**config.mk**
```make
export PLATFORM = sky130hd
export DESIGN_NAME = alu_cmd_sequencer
export DESIGN_NICKNAME = d
export VERILOG_FILES = /design/src/rtl/alu_pkg.sv /design/src/rtl/alu_cmd_sequencer.sv
export SDC_FILE = /design/constraint.sdc
export NUM_CORES = 1
export LEC_CHECK = 0
export CAP_MARGIN = 20
export CORE_UTILIZATION = 50
export CTS_BUF_LIST = sky130_fd_sc_hd__clkbuf_4 sky130_fd_sc_hd__clkbuf_8
export CTS_CLUSTER_DIAMETER = 60
export DETAILED_ROUTE_END_ITERATION = 16
export PLACE_DENSITY_LB_ADDON = 0.2
export SLEW_MARGIN = 30
export SYNTH_ARGS = -nofsm -noshare
export SYNTH_HDL_FRONTEND = slang
export SYNTH_SLANG_ARGS = --single-unit
```
**constraint.sdc**
```tcl
create_clock -name clk -period 3.8 [get_ports clk]
set_input_delay 0.57 -clock clk [delete_from_list [all_inputs] [get_ports clk]]
set_output_delay 0.57 -clock clk [all_outputs]
set_load 0.02 [all_outputs]
```
**src/rtl/alu_pkg.sv**
```systemverilog
// Shared constants for the ALU command sequencer: opcodes, default width and FSM encoding.
package alu_pkg;

   localparam int ALU_W = 4;

   localparam logic [1:0] OP0 = 2'b00;
   localparam logic [1:0] OP1 = 2'b01;
   localparam logic [1:0] OP2 = 2'b10;
   localparam logic [1:0] OP3 = 2'b11;

   typedef logic [1:0] state_t;

   localparam state_t ST_IDLE = 2'd0;
   localparam state_t ST_RUN  = 2'd1;
   localparam state_t ST_DONE = 2'd2;

endpackage

```
**src/rtl/alu_cmd_sequencer.sv**
```systemverilog
// Steps one operand pair through the four ALU opcodes, holding each for HOLD cycles,
// and packs the four results into out_data for a valid/ready consumer.
module alu_cmd_sequencer
   import alu_pkg::*;
#(
   parameter int W    = ALU_W,
   parameter int HOLD = 4
) (
   input  logic           clk,
   input  logic           rst,
   // Handshakes: a transfer happens on a rising edge where valid and ready are both high.
   input  logic           in_valid,
   output logic           in_ready,
   input  logic [W-1:0]   in_a,
   input  logic [W-1:0]   in_b,
   output logic [W-1:0]   alu_a,
   output logic [W-1:0]   alu_b,
   output logic [1:0]     alu_status,
   input  logic [W-1:0]   alu_result,
   output logic           out_valid,
   input  logic           out_ready,
   output logic [4*W-1:0] out_data,
   output logic           busy,
   output state_t         dbg_state
);

   if (HOLD < 2) begin : g_bad_hold
      $error("alu_cmd_sequencer: HOLD must be at least 2");
   end

   localparam int CW = (HOLD < 2) ? 1 : $clog2(HOLD);
   localparam logic [CW-1:0] LAST = CW'(HOLD - 1);

   state_t         r_state;
   logic [CW-1:0]  r_cnt;
   logic [W-1:0]   r_a;
   logic [W-1:0]   r_b;
   logic [1:0]     r_status;
   logic [4*W-1:0] r_data;
   logic           r_in_ready;
   logic           r_out_valid;
   logic           r_busy;

   always_ff @(posedge clk) begin
      if (!rst) begin
         r_state     <= ST_IDLE;
         r_cnt       <= '0;
         r_a         <= '0;
         r_b         <= '0;
         r_status    <= OP0;
         r_data      <= '0;
         r_in_ready  <= 1'b1;
         r_out_valid <= 1'b0;
         r_busy      <= 1'b0;
      end else begin
         case (r_state)
            ST_IDLE: begin
               if (in_valid) begin
                  r_a        <= in_a;
                  r_b        <= in_b;
                  r_status   <= OP0;
                  r_cnt      <= '0;
                  r_state    <= ST_RUN;
                  r_in_ready <= 1'b0;
                  r_busy     <= 1'b1;
               end
            end
            ST_RUN: begin
               // The ALU has one cycle of latency, so by the last hold cycle its output
               // reflects the current opcode.
               if (r_cnt == LAST) begin
                  r_data[int'(r_status)*W +: W] <= alu_result;
                  if (r_status == OP3) begin
                     r_state     <= ST_DONE;
                     r_out_valid <= 1'b1;
                  end else begin
                     r_status <= r_status + 2'd1;
                     r_cnt    <= '0;
                  end
               end else begin
                  r_cnt <= r_cnt + CW'(1);
               end
            end
            ST_DONE: begin
               if (out_ready) begin
                  r_state     <= ST_IDLE;
                  r_out_valid <= 1'b0;
                  r_status    <= OP0;
                  r_in_ready  <= 1'b1;
                  r_busy      <= 1'b0;
               end
            end
            default: begin
               r_state     <= ST_IDLE;
               r_out_valid <= 1'b0;
               r_in_ready  <= 1'b1;
               r_busy      <= 1'b0;
            end
         endcase
      end
   end

   assign in_ready   = r_in_ready;
   assign alu_a      = r_a;
   assign alu_b      = r_b;
   assign alu_status = r_status;
   assign out_valid  = r_out_valid;
   assign out_data   = r_data;
   assign busy       = r_busy;
   assign dbg_state  = r_state;

endmodule
```
# After elaboration in Yosys (flattened, before gate mapping)
# Cells that the tools add are included.
dict set report totals {
  regBits 33
  output_inout_bits 31
}
dict set report classes {
  add_sub_neg 3
  eq_ne 10
  n_shift 2
  mux 22
  n_bitwise 2
  n_reduce_logical 10
}
# cell n
set ops {}
lappend ops {{negator 4 -> 33 bit} 1}
lappend ops {{variable shift 4 x 33 -> 16 bit (first input constant)} 1}
lappend ops {{indexed part select 4 x 33 -> 16 bit} 1}
lappend ops {{2-to-1 mux 2 bit} 9}
lappend ops {{bitwise mux 16 bit} 1}
lappend ops {{one-hot mux 2 bit (3 select lines)} 2}
lappend ops {{!= test 2 bit (second input constant)} 5}
lappend ops {{one-hot mux 1 bit (3 select lines)} 3}
lappend ops {{AND reduction 4 bit} 2}
lappend ops {{equality test 2 bit (second input constant)} 3}
lappend ops {{2-to-1 mux 1 bit} 6}
lappend ops {{AND reduction 3 bit} 2}
lappend ops {{AND reduction 5 bit} 1}
lappend ops {{adder 2 x 1 -> 2 bit (second input constant)} 2}
lappend ops {{one-hot mux 2 bit (2 select lines)} 1}
lappend ops {{AND reduction 2 bit} 2}
lappend ops {{!= test 3 bit (second input constant)} 1}
lappend ops {{nonzero test 3 bit} 1}
lappend ops {{equality test 2 x 1 -> 1 bit (second input constant)} 1}
lappend ops {{logical NOT 2 bit} 1}
lappend ops {{NOT 1 bit} 2}
lappend ops {{nonzero test 2 bit} 1}

# Logic depth before layout (Yosys ltp)
# Gate-level depths: netlist (run 1).
dict set report logic_depth {
  ltp_word 4
  depth_mapped 5
  ltp_nobuf 5
}

# Least setup slack after synthesis (run 1)
# Ideal clock, no wire load.
dict set report synth_path {
  path_type {register to register}
  start {reg r_status[0], in the netlist alu_status[0]}
  end {reg r_data[15], in the netlist out_data[15]}
  setup_time_ns 0.075
  t_arrival_ns 1.551
  required_ns 3.725
  path_slack_ns 2.174
  stages_incl_launch_ff 6
  path_buffers 0
  period_less_slack_ns 1.626
  cell_sequence {dfxtp_1 -> inv_1 -> ha_1 -> nor2_1 -> nand4b_1 -> o22ai_1}
}
dict set report synth_between {
  elab_chain_len 3
  word_cells_on_any_way 4
}
# element line
set synth_rtl {}
lappend synth_rtl {{start, declared} alu_cmd_sequencer.sv:38} ;# logic [1:0] r_status;
lappend synth_rtl {{start signal, assigned} alu_cmd_sequencer.sv:77} ;# r_status <= r_status + 2'd1;
lappend synth_rtl {{negator 4 -> 33 bit *} alu_cmd_sequencer.sv:72} ;# r_data[int'(r_status)*W +: W] <= alu_result;
lappend synth_rtl {{indexed part select 4 x 33 -> 16 bit or variable shift 4 x 33 -> 16 bit (tied branches)} alu_cmd_sequencer.sv:72}
lappend synth_rtl {{bitwise mux 16 bit *} alu_cmd_sequencer.sv:72}
lappend synth_rtl {{end signal, assigned by index} alu_cmd_sequencer.sv:72}
lappend synth_rtl {{end, declared} alu_cmd_sequencer.sv:39} ;# logic [4*W-1:0] r_data;
# Mark *: on every way between the ends. The rest lies on a longest branch, timed or not.
# A chain may end at the register's enable or synchronous reset.

# Final worst setup path (run 1)
dict set report layout_path {
  start {reg r_state[1], in the netlist dbg_state[1]}
  end {out dbg_state[1]}
}
# element line
set layout_lines {}
lappend layout_lines {{start, declared} alu_cmd_sequencer.sv:34} ;# state_t r_state;
lappend layout_lines {{start signal, assigned} alu_cmd_sequencer.sv:46} ;# r_state <= ST_IDLE;
lappend layout_lines {{start signal, assigned} alu_cmd_sequencer.sv:63} ;# r_state <= ST_RUN;
lappend layout_lines {{start signal, assigned} alu_cmd_sequencer.sv:74} ;# r_state <= ST_DONE;
lappend layout_lines {{end, declared} alu_cmd_sequencer.sv:24} ;# output state_t dbg_state
# No word-level cell between the ends.

==> results.json, run 1 <==
{
  "status": "completed",
  "setup_violations": 0,
  "grt_pass1_vias": 1265,
  "dieArea_mm2": 0.003065,
  "layout-drive-gt1-share_pct": 5.612,
  "crit_slowest_cell": "clkdlybuf4s50_1",
  "cts_resized": 0,
  "met1_usage_pct": 29.16,
  "grt-ovfl-total": 0,
  "worst_slew_pin_slew_ps": 911.4,
  "ir_drop_uv": 333.5,
  "synth_top_family_by_area": "simple AND/OR/NAND/NOR gates",
  "synth_edf_count": 0,
  "setup_ws_ps": 1519,
  "ys_warn_count": 0,
  "cts_tree": "yes",
  "initial_core_util_pct": 54.98,
  "htreeDepth": 2,
  "routabilityCongestion": 0.7913,
  "synth_cell_types": 27,
  "worstSetupEndpointType": "output port",
  "grt_pass1_wl_um": 5706,
  "cp_num_buf_inv": 1,
  "drt_pass1_iterations": 4,
  "drt-wirelength-per-cell_um": 15.55,
  "met2_usage_pct": 38.21,
  "top_usage_layer": "met2",
  "nFillCells": 184,
  "core_area_mm2": 0.002590,
  "num_io_pins": 47,
  "cts_made_buffers": 5,
  "postSynthAreaPerCell_um2": 9.556,
  "grt_max_degree": 23,
  "slowest_delay_ps": 710,
  "maxCapViolCount": 0,
  "finalPower_mw": 0.6409,
  "placed_area_mm2": 0.001902,
  "fp-row-count": 18,
  "syn2layout_area_growth_pct": 37.70,
  "dp_hpwl_um": 2381,
  "slew_violations": 0,
  "synthXorXnorAreaFrac_pct": 0.6151,
  "grt_use_total_pct": 23.83,
  "worst_clock_skew_ps": 5.935,
  "cp_cell_sequence": "clkdlybuf4s50_1",
  "post-cts-setup-buffers": 0,
  "crit_arrival_ps": 1710,
  "finalSetupTns_ps": 0,
  "cts.reportedPaths.clkPinSlew_ps": 100,
  "synth-main-ff-cell": "dfxtp_1",
  "die_width_um": 55.37,
  "nets": 219,
  "rsz0062_at_grt": "no",
  "async_flop_share_pct": 0,
  "diodes": 0,
  "clock.fmax_ghz": 0.4383,
  "netlist_area_mm2": 0.001424,
  "slew_headroom_pct": 38.98,
  "power_density_mw_per_mm2": 326.9,
  "synth_nets": 172,
  "final_antenna_net_count": 0,
  "post_synth_inst_count": 149,
  "cp_max_fo": 16,
  "timing_hold_violations_final": 0,
  "synth.area.mux_share_pct": 7.030,
  "routed-via-count": 1286,
  "synthAdderAreaFrac_pct": 6.151,
  "portBuffers": 46,
  "synth-seq-cells": 33,
  "ys_seq_area_share_pct": 46.40,
  "synth_simple_gate_area_share_pct": 25.22,
  "critPathTopFamily": "buffers and inverters",
  "place_ws_ps": 1473,
  "post-route-min-period_ps": 2281,
  "cts_sinks": 33,
  "path_class": "flip-flop to output port",
  "cts-hold-fix-buffers": 0,
  "ctsLongestPathBuffers": 2,
  "critical_path_required_ps": 3230,
  "power_leakage_nw": 0.7352,
  "wl_um": 3514,
  "die_y_um": 55.37,
  "synth_compound_area_share_pct": 11.78,
  "antenna_found_initial": 0,
  "grt_use_met3_pct": 7.494,
  "hp-class": "flip-flop to flip-flop",
  "via_per_inst": 5.690,
  "clock_latency_ps": 330,
  "drt_iter0_drc": 43,
  "drcViolationCount": 0,
  "design_area_mm2": 0.001961,
  "post-route-period-util_pct": 60.04,
  "cts_root_buffer": "clkbuf_4",
  "cp-start-kind": "flip-flop",
  "utilization_pct": 75.70
}
==> power breakdown <==
group	total, mW	leakage (nW)	internal (mW)	switching (mW)
Clock	0.204	0.0348	0.0944	0.110
Combinational	0.0755	0.432	0.0399	0.0357
Sequential	0.361	0.268	0.354	0.00713
==> state kept, by name, indices dropped and copies added, names as in the netlist <==
register,cells
out_data,16
dbg_state,2
alu_status,2
out_valid,1
alu_a,4
in_ready,1
busy,1
alu_b,4
r_cnt,2
==> stage by stage <==
stage,hold slack (ps),std cells
after floorplan,438.5,149
after global placement,439.8,219
after detailed placement,442.9,219
after CTS,456.2,226
after global routing,494.0,226
final,452.7,226
==> synthesized netlist by cell type, types with 3 or more instances <==
library cell   n  share of area, %
o21ai_1        5               1.8
nor2_1         5               1.3
nand4_1        5               2.2
o22ai_1       12               5.3
nand3_1        3               1.1
mux2i_1       10               7.0
and4b_1        4               2.8
clkbuf_1       4               1.1
ha_1           7               6.2
a21boi_1       4               2.1
nand2_1       24               6.3
nor2b_1       12               5.3
dfxtp_1       33                46
==> final cells by class <==
type	instances	area [µm²]	share of cell area, %
Clock buffer	7	58.81	2.999
Inverter	2	7.507	0.3829
Multi-Input combinational cell	107	728.2	37.14
Sequential cell	33	660.6	33.69
Tap cell	30	37.54	1.914
Timing Repair Buffer	47	467.9	23.87
==> worst paths after layout <==
check                                           startpoint                   endpoint  slack [ps]  depth (start not counted)
worst max-delay path             dbg_state[1]$_SDFFE_PN0P_               dbg_state[1]        1520                          1
worst min-delay path              out_data[1]$_SDFFE_PN0P_   out_data[1]$_SDFFE_PN0P_         450                          2
worst min register to register    out_data[1]$_SDFFE_PN0P_   out_data[1]$_SDFFE_PN0P_         450                          2
worst max register to register  alu_status[0]$_SDFFE_PN0P_  out_data[14]$_SDFFE_PN0P_        1960                          5
==> kinds of logic (layout without fill, tap and decap cells) <==
logic type	count (synthesis)	after routing
AOI/OAI and AO/OA	26	26
xor gates and xnor gates	1	1
adders and majority gates	7	7
buffers and inverters	9	56
DFF	33	33
muxes	10	10
and+or+nand+nor	63	63
==> placed cells by master (no fill, tap or decap), types with 3 or more instances in the layout <==
cell | netlist | routed
clkbuf_4 | 0 | 6
clkdlybuf4s50_1 | 0 | 46
ha_1 | 7 | 7
dfxtp_1 | 33 | 33
o22ai_1 | 12 | 12
nand2_1 | 24 | 24
o21ai_1 | 5 | 5
nor2_1 | 5 | 5
nand3_1 | 3 | 3
nor2b_1 | 12 | 12
nand4_1 | 5 | 5
mux2i_1 | 10 | 10
and4b_1 | 4 | 4
a21boi_1 | 4 | 4
==> per-layer routing <==
layer	up-vias	share of wire, %
li1	627	-
met1	604	43
met2	48	49
met3	7	6.2
met4	0	1.7
met5	-	0
No activity file was read; power rests on OpenSTA's default activity.
==> inputs of run 2 (changes only) <==
--- a/config.mk
+++ b/config.mk
@@ -6,7 +6,7 @@
 export NUM_CORES = 1
 export LEC_CHECK = 0
 export CAP_MARGIN = 20
-export CORE_UTILIZATION = 50
+export CORE_UTILIZATION = 42
 export CTS_BUF_LIST = sky130_fd_sc_hd__clkbuf_4 sky130_fd_sc_hd__clkbuf_8
 export CTS_CLUSTER_DIAMETER = 60
 export DETAILED_ROUTE_END_ITERATION = 16
==> constraint.sdc (replaced) <==
create_clock -name clk -period 1.83 [get_ports clk]
set_input_delay 0.2745 -clock clk [delete_from_list [all_inputs] [get_ports clk]]
set_output_delay 0.2745 -clock clk [all_outputs]
set_load 0.02 [all_outputs]
==> run 2 against run 1 <==
Against the previous run: clock-buffer cell count unchanged; clock power increased by 110%; first-iteration DRC count decreased by 9.3%; global-route usage decreased by 2.8 points.
==> results.json, run 2 (same netlist as run 1, synthesis figures left out) <==
{
  "seqPwrFrac_pct": 55.8,
  "die_y_um": 60.23,
  "final_antenna_net_count": 0,
  "clock_latency_ps": 330,
  "critPathTopFamily": "buffers and inverters",
  "drt_pass1_iterations": 4,
  "ctsLongestPathBuffers": 2,
  "swShare_pct": 23.57,
  "htreeDepth": 2,
  "cp-start-kind": "flip-flop",
  "cts-hold-fix-buffers": 0,
  "routed-via-count": 1267,
  "cts_made_buffers": 5,
  "worstHoldEndpoint": "out_data[2]$_SDFFE_PN0P_",
  "fp-row-count": 20,
  "slowest_delay_ps": 650,
  "most-common-layout-cells": "clkdlybuf4s50_1 (46), dfxtp_1 (32), nand2_1 (24)",
  "grt-ovfl-total": 0,
  "num_io_pins": 47,
  "ir_drop_uv": 382.4,
  "drcViolationCount": 0,
  "r2r_start": "alu_status[0]$_SDFFE_PN0P_",
  "finalNonFillerCells": 244,
  "critical_path_required_ps": 1560,
  "post-place-cells": 237,
  "cts_sinks": 33,
  "routabilityCongestion": 0.7890,
  "post-route-min-period_ps": 1707,
  "status": "completed",
  "maxCapViolCount": 0,
  "cp_num_buf_inv": 1,
  "nets": 223,
  "finalSetupTns_ps": 0,
  "largest_reg_flops": 16,
  "grt_pass1_vias": 1216,
  "syn2layout_area_growth_pct": 42.00,
  "initial_core_util_pct": 45.52,
  "slew_headroom_pct": 81.08,
  "p_int_mw": 1.021,
  "slew_violations": 0,
  "p_clk_share_pct": 31.7,
  "rsz0062_at_grt": "no",
  "via_per_inst": 5.193,
  "dp_hpwl_um": 2551,
  "power_leakage_nw": 0.7613,
  "core_area_mm2": 0.003128,
  "cp_cell_sequence": "clkdlybuf4s50_1",
  "worstSetupEndpointType": "output port",
  "worst_clock_skew_ps": 4.535,
  "worstReg2RegEnd": "out_data[3]$_SDFFE_PN0P_",
  "wl_um": 3473,
  "antenna_found_initial": 0,
  "setup_violations": 0,
  "cp_max_fo": 6,
  "hold_depth": 2,
  "grt_use_total_pct": 21.06,
  "drt-wirelength-per-cell_um": 14.23,
  "reg2reg_depth": 5,
  "hp-start": "out_data[2]$_SDFFE_PN0P_",
  "worst_slew_pin_slew_ps": 283.8,
  "cts_root_buffer": "clkbuf_4",
  "post-route-period-util_pct": 93.26,
  "cts.reportedPaths.clkPinSlew_ps": 90,
  "cts_tree": "yes",
  "reg2reg_slack_ps": 200,
  "p_comb_share_pct": 12.5,
  "nFillCells": 266,
  "path_class": "flip-flop to output port",
  "netSwitchingPower_mw": 0.3148,
  "hp-class": "flip-flop to flip-flop",
  "grt_max_degree": 42,
  "die_width_um": 60.23,
  "clock.fmax_ghz": 0.5859,
  "portBuffers": 46,
  "crit_arrival_ps": 1430,
  "grt_pass1_wl_um": 5513,
  "drt_iter0_drc": 39,
  "final_common_cell": "clkdlybuf4s50_1",
  "power_density_mw_per_mm2": 660.5,
  "timing_hold_violations_final": 0,
  "crit_slowest_cell": "clkdlybuf4s50_1",
  "diodes": 0,
  "dieArea_mm2": 0.003627,
  "layout-drive-gt1-share_pct": 8.000
}
==> run 2: cell count changes in the layout (fill, tap and decap cells not counted), sizes merged <==
cell,delta
buf,+4
==> run 2: worst max path at each step <==
stage | cells past startpoint | startpoint | to
floorplan | 5 | alu_status[0]$_SDFFE_PN0P_ | out_data[15]$_SDFFE_PN0P_
global route | 1 | alu_status[0]$_SDFFE_PN0P_ | alu_status[0]
CTS | 1 | alu_status[0]$_SDFFE_PN0P_ | alu_status[0]
finish | 1 | alu_status[0]$_SDFFE_PN0P_ | alu_status[0]
global placement | 5 | alu_status[0]$_SDFFE_PN0P_ | out_data[15]$_SDFFE_PN0P_
detailed placement | 5 | alu_status[0]$_SDFFE_PN0P_ | out_data[4]$_SDFFE_PN0P_
==> run 2: per-layer routing <==
layer	up-vias	part of all wire (%)	GRT usage [%]	wire length, µm
li1	629	-	-	-
met1	595	42	24.80	1467
met2	37	51	33.75	1787
met3	6	4.7	7.576	163
met4	0	1.6	9.967	54
met5	-	0	0	0
==> run 2: area by class of cell <==
class	count	area [µm²]	area share [%]
Multi-Input combinational cell	107	728.2	36.01
Clock buffer	7	58.81	2.908
Sequential cell	33	661.9	32.74
Timing Repair Buffer	51	510.5	25.25
Inverter	2	7.507	0.3713
Tap cell	44	55.05	2.723
==> run 2: power by group through the flow <==
stage	clock, mW	sequential (mW)	combinational [mW]
final	0.423	0.746	0.167
after global placement	0	0.762	0.163
after floorplan	0	0.782	0.0609
after global routing	0.475	0.748	0.179
after detailed placement	0	0.763	0.167
after CTS	0.438	0.746	0.168
==> run 2: what timing repair did <==
item                                    in CTS  in global routing
endpoints found under the setup margin       1                  0
resized for setup                            1                  0
buffers inserted                             0                  0
==> run 2: stage by stage <==
stage	hold WS [ps]	util, %	setup slack [ps]	cell area, µm²	total power, mW
after floorplan	427.5	-	204.0	1424	0.8426
after global placement	440.0	62.72	275.0	1962	0.9245
after detailed placement	458.8	62.72	241.9	1962	0.9298
after CTS	470.1	64.64	96.73	2022	1.352
after global routing	490.7	64.64	35.99	2022	1.402
final	467.3	64.64	123.3	2022	1.335
==> inputs of run 3 (changes only) <==
--- a/config.mk
+++ b/config.mk
@@ -5,13 +5,13 @@
 export SDC_FILE = /design/constraint.sdc
 export NUM_CORES = 1
 export LEC_CHECK = 0
+export ABC_AREA = 1
 export CAP_MARGIN = 20
-export CORE_UTILIZATION = 42
+export CORE_UTILIZATION = 43
 export CTS_BUF_LIST = sky130_fd_sc_hd__clkbuf_4 sky130_fd_sc_hd__clkbuf_8
 export CTS_CLUSTER_DIAMETER = 60
 export DETAILED_ROUTE_END_ITERATION = 16
 export PLACE_DENSITY_LB_ADDON = 0.2
-export SLEW_MARGIN = 30
 export SYNTH_ARGS = -nofsm -noshare
 export SYNTH_HDL_FRONTEND = slang
 export SYNTH_SLANG_ARGS = --single-unit
==> run 3 against run 2 <==
Against the previous run: cell area up 3.5%; register-to-register slack better by 200 ps; routed wire length down 9.3%; synthesized cell count up 42%; first-iteration DRC count up 10%; worst hold slack worse by 14 ps; sequential cell count unchanged; via count up 13%; fmax down 1.0%; combinational power up 120%; area after synthesis up 5.0%; sequential share of layout area down 1.2 points; critical endpoint is now dbg_state[1]; largest cell class unchanged; largest power group unchanged.
==> results.json, run 3 <==
{
  "status": "completed",
  "diodes": 0,
  "slew_headroom_pct": 66.82,
  "nFillCells": 319,
  "via_per_inst": 4.569,
  "syn2layout_area_growth_pct": 40.00,
  "utilization_pct": 62.73,
  "ctsLongestPathBuffers": 2,
  "worst_clock_skew_ps": 8.180,
  "post-route-min-period_ps": 1724,
  "ir_drop_uv": 566.4,
  "crit_slowest_cell": "clkdlybuf4s50_1",
  "drt_pass1_iterations": 4,
  "post_synth_inst_count": 211,
  "critPathTopFamily": "buffers and inverters",
  "drt_iter0_drc": 43,
  "cts_root_buffer": "clkbuf_4",
  "synth.area.mux_share_pct": 0,
  "maxCapViolCount": 0,
  "power_density_mw_per_mm2": 741.5,
  "ys_warn_count": 0,
  "core_area_mm2": 0.003337,
  "most-common-layout-cells": "nand2_1 (47), clkdlybuf4s50_1 (46), nor2_1 (43)",
  "path_class": "flip-flop to output port",
  "synth_compound_area_share_pct": 12.47,
  "postSynthAreaPerCell_um2": 7.086,
  "finalSetupTns_ps": 0,
  "setup_ws_ps": 105.6,
  "met2_usage_pct": 27.94,
  "slowest_delay_ps": 650,
  "cts_tree": "yes",
  "rsz0062_at_grt": "no",
  "cts.reportedPaths.clkPinSlew_ps": 100,
  "cts-hold-fix-buffers": 0,
  "hold_depth": 2,
  "cts_resized": 0,
  "cp.depth": 1,
  "fp-row-count": 21,
  "grt_pass1_wl_um": 5092,
  "grt_use_met3_pct": 5.330,
  "final_common_cell": "nand2_1",
  "top_usage_layer": "met2",
  "timing_hold_violations_final": 0,
  "synthAdderAreaFrac_pct": 5.858,
  "largest_reg_flops": 16,
  "antenna_found_initial": 0,
  "die_width_um": 60.97,
  "initial_core_util_pct": 44.81,
  "portBuffers": 46,
  "yosysMostFrequentCell": "nand2_1",
  "synthXorXnorAreaFrac_pct": 0,
  "cts_made_buffers": 5,
  "post-cts-setup-buffers": 0,
  "place_ws_ps": 258.0,
  "design_area_mm2": 0.002093,
  "num_io_pins": 47,
  "netlist_area_mm2": 0.001495,
  "post-route-period-util_pct": 94.23,
  "final_antenna_net_count": 0,
  "synth_cell_types": 18,
  "r2r_start": "alu_status[0]$_SDFFE_PN0P_",
  "clock.fmax_ghz": 0.5799,
  "synthTopCellsByCount": "nand2_1 (47), nor2_1 (43), dfxtp_1 (33)",
  "layout-drive-gt1-share_pct": 8.240,
  "power_leakage_nw": 0.8838,
  "clock_latency_ps": 330,
  "drcViolationCount": 0,
  "grt_pass1_vias": 1152,
  "synth_simple_gate_area_share_pct": 30.38,
  "synth_top_family_by_area": "simple AND/OR/NAND/NOR gates",
  "worst_slew_pin_slew_ps": 497.1,
  "slew_violations": 0,
  "cp_num_buf_inv": 1,
  "yosysTopAreaCell": "dfxtp_1",
  "routed-via-count": 1430,
  "hp-class": "flip-flop to flip-flop",
  "drt-wirelength-per-cell_um": 10.07,
  "synthTopCellsByArea": "dfxtp_1 (44%), nand2_1 (12%), nor2_1 (11%)",
  "worstSetupEndpointType": "output port",
  "ys_seq_area_share_pct": 44.18,
  "worstSetupStartpoint": "dbg_state[1]$_SDFFE_PN0P_",
  "grt_max_degree": 18,
  "synth_nets": 234,
  "wl_um": 3151,
  "grt_use_total_pct": 18.78,
  "yosysTopAreaCellShare_pct": 44.18,
  "dp_hpwl_um": 2339,
  "dieArea_mm2": 0.003717,
  "placed_area_mm2": 0.002038,
  "async_flop_share_pct": 0,
  "synth-main-ff-cell": "dfxtp_1",
  "routabilityCongestion": 0.8193,
  "cts_sinks": 33,
  "hp-start": "out_valid$_SDFFE_PN0P_",
  "cp_max_fo": 7,
  "finalPower_mw": 1.552,
  "critical_path_required_ps": 1560,
  "cp_cell_sequence": "clkdlybuf4s50_1",
  "setup_violations": 0,
  "synth-seq-cells": 33,
  "crit_arrival_ps": 1450,
  "synth_edf_count": 0,
  "reg2reg_depth": 5,
  "grt-ovfl-total": 0,
  "cp-start-kind": "flip-flop",
  "nets": 289,
  "htreeDepth": 2,
  "die_y_um": 60.97,
  "met1_usage_pct": 25.56
}
[run 3: cell families after synthesis]
logic type	count (synthesis)
AO/OA/AOI/OAI	37
adder cells (fa/ha/maj)	7
buffers and inverters	28
flip-flops	33
AND/OR/NAND/NOR	106
[run 3: layout make-up]
type	count	area [µm²]	share of cell area (%)
flip-flops and latches	33	660.6	31.56
repair buffers	51	498.0	23.79
clock buffers	6	45.04	2.152
inverters	25	93.84	4.483
well taps	46	57.56	2.750
multi-input cells	150	728.2	34.79
clock inverters	2	10.01	0.4782
[run 3: stage by stage]
step           hold WS, ps  instances
3_3_place_gp         441.5        305
3_5_place_dp         445.0        305
6_report             453.7        313
5_1_grt              487.0        313
4_1_cts              459.7        313
2_1_floorplan        398.1        211
[run 3: worst register-to-register path: cells and delay by family, from the launching register on]
family | cells | cell delay (ps)
and+or+nand+nor | 2 | 460
AOI/OAI and AO/OA | 1 | 150
DFF | 1 | 340
adders and majority gates | 1 | 350
buffers and inverters | 1 | 90
[run 3: layer usage]
metal  vias to the layer above  wire (µm)
li1                        770          -
met1                       623       1583
met2                        32       1377
met3                         5        146
met4                         0         43
met5                         -          0
[run 3: worst paths after layout]
| kind | end | slack [ps] |
|---|---|---|
| setup / recovery | dbg_state[1] | 110 |
| setup reg to reg | out_data[0]$_SDFFE_PN0P_ | 400 |
| hold / removal | out_valid$_SDFFE_PN0P_ | 450 |
| hold reg to reg | out_valid$_SDFFE_PN0P_ | 450 |
[run 3: where the power goes]
part	leakage [nW]	switching (mW)	internal [mW]
Clock	0.0354	0.246	0.161
Combinational	0.579	0.213	0.158
Sequential	0.269	0.0200	0.755
